$ cat config.mk
export PLATFORM = sky130hd
export DESIGN_NAME = bldc_commutation_ctrl
export DESIGN_NICKNAME = d
export VERILOG_FILES = /design/src/rtl/bldc_pkg.sv /design/src/rtl/bldc_hall_sync.sv /design/src/rtl/bldc_commutation_ctrl.sv
export SDC_FILE = /design/constraint.sdc
export NUM_CORES = 1
export LEC_CHECK = 0
export ABC_CLOCK_PERIOD_IN_PS = 5450
export CORE_ASPECT_RATIO = 0.7
export CORE_MARGIN = 8
export CORE_UTILIZATION = 58
export DETAILED_ROUTE_END_ITERATION = 8
export PLACE_DENSITY = 0.76
export SLEW_MARGIN = 15
export SYNTH_ARGS = -nofsm -noshare
export SYNTH_HDL_FRONTEND = slang
export SYNTH_HIERARCHICAL = 1
export SYNTH_SLANG_ARGS = --single-unit
$ cat constraint.sdc
create_clock -name clk -period 5.45 [get_ports clk]
set_clock_uncertainty 0.1 [all_clocks]
set_input_delay 1.09 -clock clk [delete_from_list [all_inputs] [get_ports clk]]
set_output_delay 1.09 -clock clk [all_outputs]
set_load 0.02 [all_outputs]
$ cat src/rtl/bldc_pkg.sv
// Shared types and tables for the six-step BLDC commutation sequencer:
// controller states, fault codes, per-step gate masks and Hall decode.
package bldc_pkg;

    typedef enum logic [1:0] {
        IDLE  = 2'd0,
        RUN   = 2'd1,
        DEAD  = 2'd2,
        FAULT = 2'd3
    } state_t;

    localparam logic [1:0] FC_NONE  = 2'b00;
    localparam logic [1:0] FC_HALL  = 2'b01;
    localparam logic [1:0] FC_STALL = 2'b10;

    // Indexed by step; masks are {C,B,A}. Step 0 is A+ B-, step 5 is C+ B-.
    localparam logic [5:0][2:0] STEP_HI_MASK = {3'b100, 3'b100, 3'b010, 3'b010, 3'b001, 3'b001};
    localparam logic [5:0][2:0] STEP_LO_MASK = {3'b010, 3'b001, 3'b001, 3'b100, 3'b100, 3'b010};

    localparam logic [2:0] HALL_STEP0 = 3'b101;
    localparam logic [2:0] HALL_STEP1 = 3'b100;
    localparam logic [2:0] HALL_STEP2 = 3'b110;
    localparam logic [2:0] HALL_STEP3 = 3'b010;
    localparam logic [2:0] HALL_STEP4 = 3'b011;
    localparam logic [2:0] HALL_STEP5 = 3'b001;

    typedef struct packed {
        logic       valid;
        logic [2:0] step;
    } hall_dec_t;

    function automatic hall_dec_t hall_decode(input logic [2:0] code);
        hall_dec_t d;
        d.valid = 1'b1;
        d.step  = 3'd0;
        case (code)
            HALL_STEP0: d.step = 3'd0;
            HALL_STEP1: d.step = 3'd1;
            HALL_STEP2: d.step = 3'd2;
            HALL_STEP3: d.step = 3'd3;
            HALL_STEP4: d.step = 3'd4;
            HALL_STEP5: d.step = 3'd5;
            default:    d.valid = 1'b0;
        endcase
        return d;
    endfunction

    function automatic logic [2:0] step_reverse(input logic [2:0] s);
        return (s >= 3'd3) ? s - 3'd3 : s + 3'd3;
    endfunction

endpackage

$ cat src/rtl/bldc_hall_sync.sv
// Two-flop Hall synchronizer with an optional stability filter.
// Build option HALL_FILTER_EN: accept a value only after FILT_CYCLES identical samples.
module bldc_hall_sync #(
    parameter int FILT_CYCLES = 4
) (
    input  logic       clk,
    input  logic       rst_n,
    input  logic [2:0] hall,
    output logic [2:0] hall_s
);

    if (FILT_CYCLES < 1) begin : g_param_err
        $error("bldc_hall_sync: FILT_CYCLES must be >= 1");
    end

    logic [2:0] sync1;
    logic [2:0] sync2;

    always_ff @(posedge clk or negedge rst_n) begin
        if (!rst_n) begin
            sync1 <= '0;
            sync2 <= '0;
        end else begin
            sync1 <= hall;
            sync2 <= sync1;
        end
    end

`ifdef HALL_FILTER_EN
    localparam int FW = $clog2(FILT_CYCLES + 1);

    logic [2:0]    last;
    logic [FW-1:0] run_len;
    logic [2:0]    filt;

    // run_len counts how many consecutive samples have matched the current one
    always_ff @(posedge clk or negedge rst_n) begin
        if (!rst_n) begin
            last    <= '0;
            run_len <= '0;
            filt    <= '0;
        end else begin
            last <= sync2;
            if (sync2 != last) begin
                run_len <= FW'(1);
            end else if (run_len != FW'(FILT_CYCLES)) begin
                run_len <= run_len + FW'(1);
            end
            if ((sync2 == last) && (run_len >= FW'(FILT_CYCLES - 1))) begin
                filt <= sync2;
            end
        end
    end

    assign hall_s = filt;
`else
    assign hall_s = sync2;
`endif

endmodule

$ cat src/rtl/bldc_commutation_ctrl.sv
// Six-step BLDC commutation sequencer: Hall decode, dead-time, invalid-Hall and stall faults.
// Build option HALL_FILTER_EN enables the Hall stability filter in bldc_hall_sync.
//
// state | meaning
// IDLE  | gates off, waiting for en with a valid Hall code
// RUN   | gates driven per step, high side chopped by pwm_in
// DEAD  | gates off for DEADTIME_CYCLES after a step change
// FAULT | gates off, fault latched until fault_clr
module bldc_commutation_ctrl
    import bldc_pkg::*;
#(
    parameter int DEADTIME_CYCLES = 16,
    parameter int STALL_CYCLES    = 1000000,
    parameter int CNT_W           = 20,
    parameter int FILT_CYCLES     = 4
) (
    input  logic       clk,
    input  logic       rst_n,
    input  logic       en,
    input  logic       dir,
    input  logic       pwm_in,
    input  logic [2:0] hall,
    input  logic       fault_clr,
    output logic [2:0] gate_hi,
    output logic [2:0] gate_lo,
    output logic [2:0] step,
    output logic       fault,
    output logic [1:0] fault_code,
    output logic       busy
);

    if (DEADTIME_CYCLES < 1 || STALL_CYCLES < 2 || STALL_CYCLES >= (1 << CNT_W)) begin : g_param_err
        $error("bldc_commutation_ctrl: bad DEADTIME_CYCLES / STALL_CYCLES / CNT_W");
    end

    logic [2:0]       hall_s;
    hall_dec_t        dec;
    logic [2:0]       dstep;
    state_t           state, state_nxt;
    logic [2:0]       step_nxt;
    logic [CNT_W-1:0] dead_cnt, dead_nxt;
    logic [CNT_W-1:0] stall_cnt, stall_nxt, stall_inc;
    logic             stall_hit;
    logic [1:0]       fc_nxt;
    logic [2:0]       hi_nxt, lo_nxt;

    bldc_hall_sync #(.FILT_CYCLES(FILT_CYCLES)) u_hall_sync (
        .clk    (clk),
        .rst_n  (rst_n),
        .hall   (hall),
        .hall_s (hall_s)
    );

    assign dec       = hall_decode(hall_s);
    assign dstep     = dir ? step_reverse(dec.step) : dec.step;
    assign stall_inc = (stall_cnt == '1) ? stall_cnt : stall_cnt + CNT_W'(1);
    // Fault lands on the edge where the counter would reach STALL_CYCLES-1
    assign stall_hit = (stall_cnt >= CNT_W'(STALL_CYCLES - 2));

    always_comb begin
        state_nxt = state;
        step_nxt  = step;
        dead_nxt  = dead_cnt;
        stall_nxt = '0;
        fc_nxt    = fault_code;
        case (state)
            IDLE: begin
                if (en) begin
                    if (!dec.valid) begin
                        state_nxt = FAULT;
                        fc_nxt    = FC_HALL;
                    end else begin
                        state_nxt = RUN;
                        step_nxt  = dstep;
                    end
                end
            end
            RUN, DEAD: begin
                stall_nxt = stall_inc;
                if (!dec.valid) begin
                    state_nxt = FAULT;
                    fc_nxt    = FC_HALL;
                    stall_nxt = '0;
                end else if (stall_hit) begin
                    state_nxt = FAULT;
                    fc_nxt    = FC_STALL;
                    stall_nxt = '0;
                end else if (!en) begin
                    state_nxt = IDLE;
                    stall_nxt = '0;
                end else if (dstep != step) begin
                    state_nxt = DEAD;
                    step_nxt  = dstep;
                    dead_nxt  = CNT_W'(DEADTIME_CYCLES - 1);
                    stall_nxt = '0;
                end else if (state == DEAD) begin
                    if (dead_cnt == '0) state_nxt = RUN;
                    else                dead_nxt  = dead_cnt - CNT_W'(1);
                end
            end
            FAULT: begin
                if (fault_clr) begin
                    state_nxt = IDLE;
                    fc_nxt    = FC_NONE;
                end
            end
            default: state_nxt = IDLE;
        endcase

        hi_nxt = '0;
        lo_nxt = '0;
        if (state_nxt == RUN) begin
            hi_nxt = STEP_HI_MASK[step_nxt] & {3{pwm_in}};
            lo_nxt = STEP_LO_MASK[step_nxt];
        end
    end

    always_ff @(posedge clk or negedge rst_n) begin
        if (!rst_n) begin
            state      <= IDLE;
            step       <= '0;
            dead_cnt   <= '0;
            stall_cnt  <= '0;
            fault_code <= FC_NONE;
            gate_hi    <= '0;
            gate_lo    <= '0;
            fault      <= 1'b0;
            busy       <= 1'b0;
        end else begin
            state      <= state_nxt;
            step       <= step_nxt;
            dead_cnt   <= dead_nxt;
            stall_cnt  <= stall_nxt;
            fault_code <= fc_nxt;
            gate_hi    <= hi_nxt;
            gate_lo    <= lo_nxt;
            fault      <= (state_nxt == FAULT);
            busy       <= (state_nxt == RUN) || (state_nxt == DEAD);
        end
    end

endmodule

# Word level (Yosys, flattened, before mapping)
# Memory sizes are Yosys's and may differ from the RTL's.
# Index checks and enable logic that the tools add are counted.
word_totals:
  elab_cells: 90
  mem_count: 2
  reg_bits: 61
  rom_bits: 48
  output_inout_bits: 13
  in_bits: 9
memory_table:
  columns: ["name", "words", "width", "rd", "rd_ports_with_merged_regs", "wr", "line_no", "rtl"]
  rows:
  - ["(no name shown)", 8, 3, 1, 0, 0, "bldc_commutation_ctrl.sv:114", "lo_nxt = STEP_LO_MASK[step_nxt];"]
  - ["(no name shown)", 8, 3, 1, 0, 0, "bldc_commutation_ctrl.sv:113", "hi_nxt = STEP_HI_MASK[step_nxt] & {3{pwm_in}};"]
classes:
  n_bitwise: 2
  reduce_logical: 8
  muxes: 40
  magnitude_cmp: 3
  n_addsub: 4
  n_eq_ne: 20
ops:
  columns: ["cell", "count"]
  rows:
  - ["20-bit two-way mux", 9]
  - ["3-bit two-way mux", 12]
  - ["2-bit two-way mux", 14]
  - ["20-bit by 1-bit adder with 20-bit output, second input constant", 1]
  - ["20-bit == test, second input constant", 1]
  - ["20-bit greater-or-equal comparator, second input constant", 1]
  - ["20-bit logical NOT", 1]
  - ["20-bit by 1-bit subtractor with 20-bit output, second input constant", 1]
  - ["3-bit case mux with 5 select lines", 1]
  - ["2-bit case mux with 3 select lines", 2]
  - ["3-bit == test, second input constant", 3]
  - ["2-bit == test, second input constant", 4]
  - ["2-bit != test, second input constant", 4]
  - ["3-bit by 2-bit == test with 1-bit output, second input constant", 2]
  - ["6-bit != test, second input constant", 1]
  - ["3-bit case mux with 2 select lines", 1]
  - ["6-bit AND reduction", 1]
  - ["6-bit OR reduction", 1]
  - ["2-bit by 1-bit == test with 1-bit output, second input constant", 2]
  - ["3-bit by 4-bit < comparator with 1-bit output, second input constant", 1]
  - ["4-bit AND reduction", 1]
  - ["3-bit by 2-bit adder with 3-bit output, second input constant", 1]
  - ["3-bit AND", 1]
  - ["3-bit by 1-bit == test with 1-bit output, second input constant", 1]
  - ["other kinds (10)", 10]

# Logic depth before layout (Yosys ltp)
logic_depth:
  ltp_word: 15
  ltp_mapped: 13

# Modules after synthesis
# The synthesis kept the hierarchy.
by_module_without_submodules:
  columns: ["mod", "cells_each", "area_per_inst_um2", "n_inst"]
  rows:
  - ["bldc_commutation_ctrl", 337, 3193.1, 1]
  - ["bldc_hall_sync", 6, 150.1, 1]

# Least setup slack after synthesis
# Ideal clock, no wire load.
synth_path:
  path_kind: "register to register"
  start: "register u_hall_sync.sync2[0], in the netlist u_hall_sync/hall_s[0]"
  end: "register gate_hi[0]"
  arrival_ns: 3.199
  setup_slack_ns: 2.011
  path_stages_with_launch: 14
  required_ns: 5.209
  setup_time_ns: 0.141
  n_path_buf: 1
  path_cell_list: "dfrtp_1 clkbuf_1 or3b_2 ha_1 and3b_1 o21a_1 or3b_2 nand4b_1 o21a_1 nor2_1 a221o_1 ha_1 nand2_1 nor3_1"
synth_between:
  elab_chain_len: 15
synth_lines:
  columns: ["element", "line_no", "rtl"]
  rows:
  - ["start, declared", "bldc_hall_sync.sv:17", "logic [2:0] sync2;"]
  - ["start signal, assigned", "bldc_hall_sync.sv:25", "sync2 <= sync1;"]
  - ["3-bit by 1-bit == test with 1-bit output (tied with other cells)", "bldc_pkg.sv:36", "case (code)"]
  - ["3-bit case mux with 5 select lines", "bldc_pkg.sv:36", null]
  - ["3-bit by 2-bit adder with 3-bit output (tied with other cells)", "bldc_pkg.sv:49", "return (s >= 3'd3) ? s - 3'd3 : s + 3'd3;"]
  - ["3-bit two-way mux", "bldc_pkg.sv:49", null]
  - ["3-bit two-way mux", "bldc_commutation_ctrl.sv:55", "assign dstep = dir ? step_reverse(dec.step) : dec.step;"]
  - ["3-bit != test", "bldc_commutation_ctrl.sv:91", "end else if (dstep != step) begin"]
  - ["3-bit two-way mux", "bldc_commutation_ctrl.sv:91", null]
  - ["3-bit two-way mux", "bldc_commutation_ctrl.sv:88", "end else if (!en) begin"]
  - ["3-bit two-way mux", "bldc_commutation_ctrl.sv:84", "end else if (stall_hit) begin"]
  - ["3-bit two-way mux", "bldc_commutation_ctrl.sv:80", "if (!dec.valid) begin"]
  - ["3-bit case mux with 2 select lines", "bldc_commutation_ctrl.sv:66", "case (state)"]
  - ["memory read 8 x 3 bit", null, null]
  - ["3-bit two-way mux (not written as such)", "bldc_commutation_ctrl.sv:113", null]
  - ["3-bit AND", "bldc_commutation_ctrl.sv:113", null]
  - ["3-bit two-way mux (*)", "bldc_commutation_ctrl.sv:112", "if (state_nxt == RUN) begin"]
  - ["named net hi_nxt[0]", "bldc_commutation_ctrl.sv:45", "logic [2:0] hi_nxt, lo_nxt;"]
  - ["end signal, assigned", "bldc_commutation_ctrl.sv:135", "gate_hi <= hi_nxt;"]
  - ["end, declared", "bldc_commutation_ctrl.sv:24", "output logic [2:0] gate_hi,"]
# The timed path passes the listed nets; every way through them passes the cells marked *. The select of a mux whose other input is x is not followed.
# A chain may end at the register's enable or synchronous reset.

# Worst setup path in the final report
layout_path:
  start: "input dir"
  end: "register gate_hi[0]"
layout_rtl:
  columns: ["element", "line_no", "rtl"]
  rows:
  - ["start, declared", "bldc_commutation_ctrl.sv:20", "input logic dir,"]
  - ["3-bit two-way mux", "bldc_commutation_ctrl.sv:55", null]
  - ["3-bit != test", "bldc_commutation_ctrl.sv:91", null]
  - ["2-bit two-way mux", "bldc_commutation_ctrl.sv:91", null]
  - ["2-bit two-way mux", "bldc_commutation_ctrl.sv:88", null]
  - ["2-bit two-way mux", "bldc_commutation_ctrl.sv:84", null]
  - ["2-bit two-way mux", "bldc_commutation_ctrl.sv:80", null]
  - ["2-bit case mux with 3 select lines", "bldc_commutation_ctrl.sv:66", null]
  - ["named net state_nxt[0]", "bldc_commutation_ctrl.sv:39", "state_t state, state_nxt;"]
  - ["2-bit by 1-bit == test with 1-bit output", "bldc_commutation_ctrl.sv:112", null]
  - ["3-bit two-way mux", "bldc_commutation_ctrl.sv:112", null]
  - ["named net hi_nxt[0]", "bldc_commutation_ctrl.sv:45", null]
# The timed path passes the listed nets, and every way through them passes these cells. The select of a mux whose other input is x is not followed.

==> out/qor.txt <==
status: finished, final reports clean
Antenna Violating Nets Remaining: 0
post-route non-filler standard cell count: 445
worst-skew pair later-pin latency: 350 ps
CP max-delay cell: or3b_2
Final Cell Area: 3790 um2
initial antenna violation count: 0
maximum vdd ir drop: 0.201 mV
CP required: 5610 ps
root buffer cell: clkbuf_8
Final Critical Period: 3860 ps
Synth area leaders: dfrtp_1, ha_1, nor2_1
initial detailed-routing violation count: 162
Routed WL per cell: 15.9 um
nets@finish: 386
IO Count: 22
Post-synth EDFFs: 0
post-synthesis cell type count: 59
utilization after layout: 67.2%
grt ovf: 0
Die ar.: 8490 um2
critical path peak fanout: 8
Rel. slew slack: 47.7%
largest net degree at the start of global routing: 62
Overall Global Routing Usage: 17.2%
post-synthesis mux area share: 0.636%
Area Growth Syn to Fin: 13.4%
critical path data arrival time: 4020 ps
Starting Density: 59.3%
hold endpoint: u_hall_sync/hall_s[0]
Syn Area/Cell: 9.75 um2
register area share after synthesis: 45.7%
unrepaired setup endpoints after global routing: no
DR DRC count: 0
cells after synthesis: 343
Die Y: 79.5 um
Max Cap Viol: 0
Hold Vio Cnt, Final: 0
placed instance area: 3590 um2
# H-tree levels: 3
most frequent cells in the layout: dfrtp_1, nor2_1, a21oi_1, clkdlybuf4s50_1, nand2_1
Vias/cell: 6.02
gp weighted congestion: 0.843
Post-Route WL: 7.06 mm
fraction of registers with async set/reset: 100%
DP Cell Count: 429
First-pass DRT Iterations: 4
worst hold path type: flop to flop
hold depth: 0
final worst-path cycle share: 70.9%
chip width: 107 um
Post-Syn Nets: 364
Crit. End Element: flop
critical path's largest stage delay: 540 ps
Clock Tree Buf Depth: 2
crit path cell chain: clkdlybuf4s50_1 > or3b_2 > nand3_1 > nand4b_1 > nor3_1 > nand3b_1 > a22oi_1 > ha_1 > nand2_1 > nor3_1
most used cell, CP: nor3_1
worst r2r dst: gate_hi[0]
Slew Viols, Final: 0
PortBufs: 21
CTS clock-pin slew for the worst setup and hold paths: 70 ps
Setup CP Type: primary input to flop
CTS Hold Bufs: 0
Simple-Gate Fraction of Synth Area: 22.1%
Slew @ Worst Pin: 780 ps
Post-CTS Setup Repair Bufs: 0
Synthesis Warnings: 6
CTS tree: done
first-pass GRT wire length: 11.8 mm
setup violators final: 0
Synth Area in Compound Gates: 18.7%
post-CTS sizing: 0
Synth Area in Adders: 4.49%
TNS Setup: 0 ps
flop2flop setup slack: 1720 ps
total leakage power: 0.00155 uW
worst r2r src: u_hall_sync/hall_s[0]
fmax: 259 MHz
startpoint class of the critical path: primary input
Hold WS: 252 ps
dpl hpwl: 4.85 mm
flops & latches, synth: 61
largest family of logic cells by synthesized area: simple AND/OR/NAND/NOR gates
share of cells above drive strength 1: 7.84%
commonest non-fill, non-tap cell in the layout: dfrtp_1
Synth top area share: 45.7%
Worst Reg-to-Reg Cells: 12
min-delay src: u_hall_sync/sync1[0]
clock buffer count from CTS: 9
core area: 5640 um2
vias in the first global route: 2485
Top FF cell, synth: dfrtp_1
Synth area leader: dfrtp_1
power per cell area: 378 nW/um2
Post-Synth XOR/XNOR Area: 5.13%
Post-Syn Area: 3340 um2
clk sinks: 61
Rows: 23
total vias in the final route: 2678
diode count: 0
==> cell usage after synthesis, types with 5 or more instances <==
cell type,instances
a21oi_1,20
clkbuf_1,8
dfrtp_1,61
ha_1,12
inv_1,14
nand2_1,19
nand3_1,11
nand4_1,8
nor2_1,36
nor3_1,7
nor4_1,6
o211ai_1,6
o21a_1,8
o21ai_0,13
o21ai_1,6
o31a_1,5
or3_1,13
or4_1,11
xnor2_1,6
xor2_1,11
==> per-layer routing <==
metal | wire length, um | track usage [%] | share of wire (%) | up-vias
met1 | 3430 | 22.8 | 49 | 1289
met3 | 457 | 6.29 | 6.5 | 6
li1 | - | - | - | 1310
met5 | 0 | 0 | 0 | -
met2 | 3100 | 25.8 | 44 | 73
met4 | 67 | 5.17 | 0.95 | 0
==> cells by family (layout without fill, tap and decap cells) <==
| logic type | Yosys count | in the layout |
|---|---|---|
| muxes | 2 | 2 |
| DFF | 61 | 61 |
| AOI/OAI and AO/OA | 90 | 90 |
| adders and majority gates | 12 | 12 |
| buffers and inverters | 25 | 52 |
| xor gates and xnor gates | 18 | 18 |
| and+or+nand+nor | 135 | 135 |
==> worst max-delay path, delay by kind of cell <==
family | cells | cell delay, ps
and+or+nand+nor | 7 | 1790
buffers and inverters | 1 | 530
AOI/OAI and AO/OA | 1 | 330
adders and majority gates | 1 | 290
==> power breakdown <==
| part | leakage (uW) | switching, uW | internal, uW |
|---|---|---|---|
| Combinational | 0.000643 | 301 | 193 |
| Clock | 0.0000943 | 182 | 222 |
| Sequential | 0.000808 | 37.2 | 499 |
| Total | 0.00155 | 520 | 913 |
==> how the worst max path moves through the flow <==
| stage | slack (ps) | depth (start not counted) | startpoint | to |
|---|---|---|---|---|
| floorplan | 2010 | 13 | u_hall_sync/hall_s[0] | gate_hi[0] |
| global placement | 1340 | 7 | dir | dead_cnt[0] |
| detailed placement | 1270 | 10 | dir | gate_hi[0] |
| CTS | 1610 | 7 | dir | dead_cnt[0] |
| global route | 1310 | 10 | dir | gate_hi[0] |
| finish | 1590 | 10 | dir | gate_hi[0] |
==> metrics by stage <==
stage / worst slack, ps / total power, uW
after CTS: 1610 / 1440
after global placement: 1340 / 1020
final: 1590 / 1430
after detailed placement: 1270 / 1030
after floorplan: 2010 / 868
after global routing: 1310 / 1510
==> flip-flops by register name (all words and copies together) (netlist names) <==
signal,count
gate_lo,3
fault,1
u_hall_sync/sync1,3
gate_hi,3
fault_code,2
stall_cnt,20
u_hall_sync/hall_s,3
state,2
busy,1
dead_cnt,20
step,3
==> cell type report <==
class	count	area, um2
fill	440	1850
multi-input combinational	257	1710
sequential	61	1530
timing repair buffer	22	213
clock buffer	10	138
tap	75	93.8
clock inverter	6	62.6
inverter	14	52.6
Note: power is estimated with default switching activity, not from simulation.
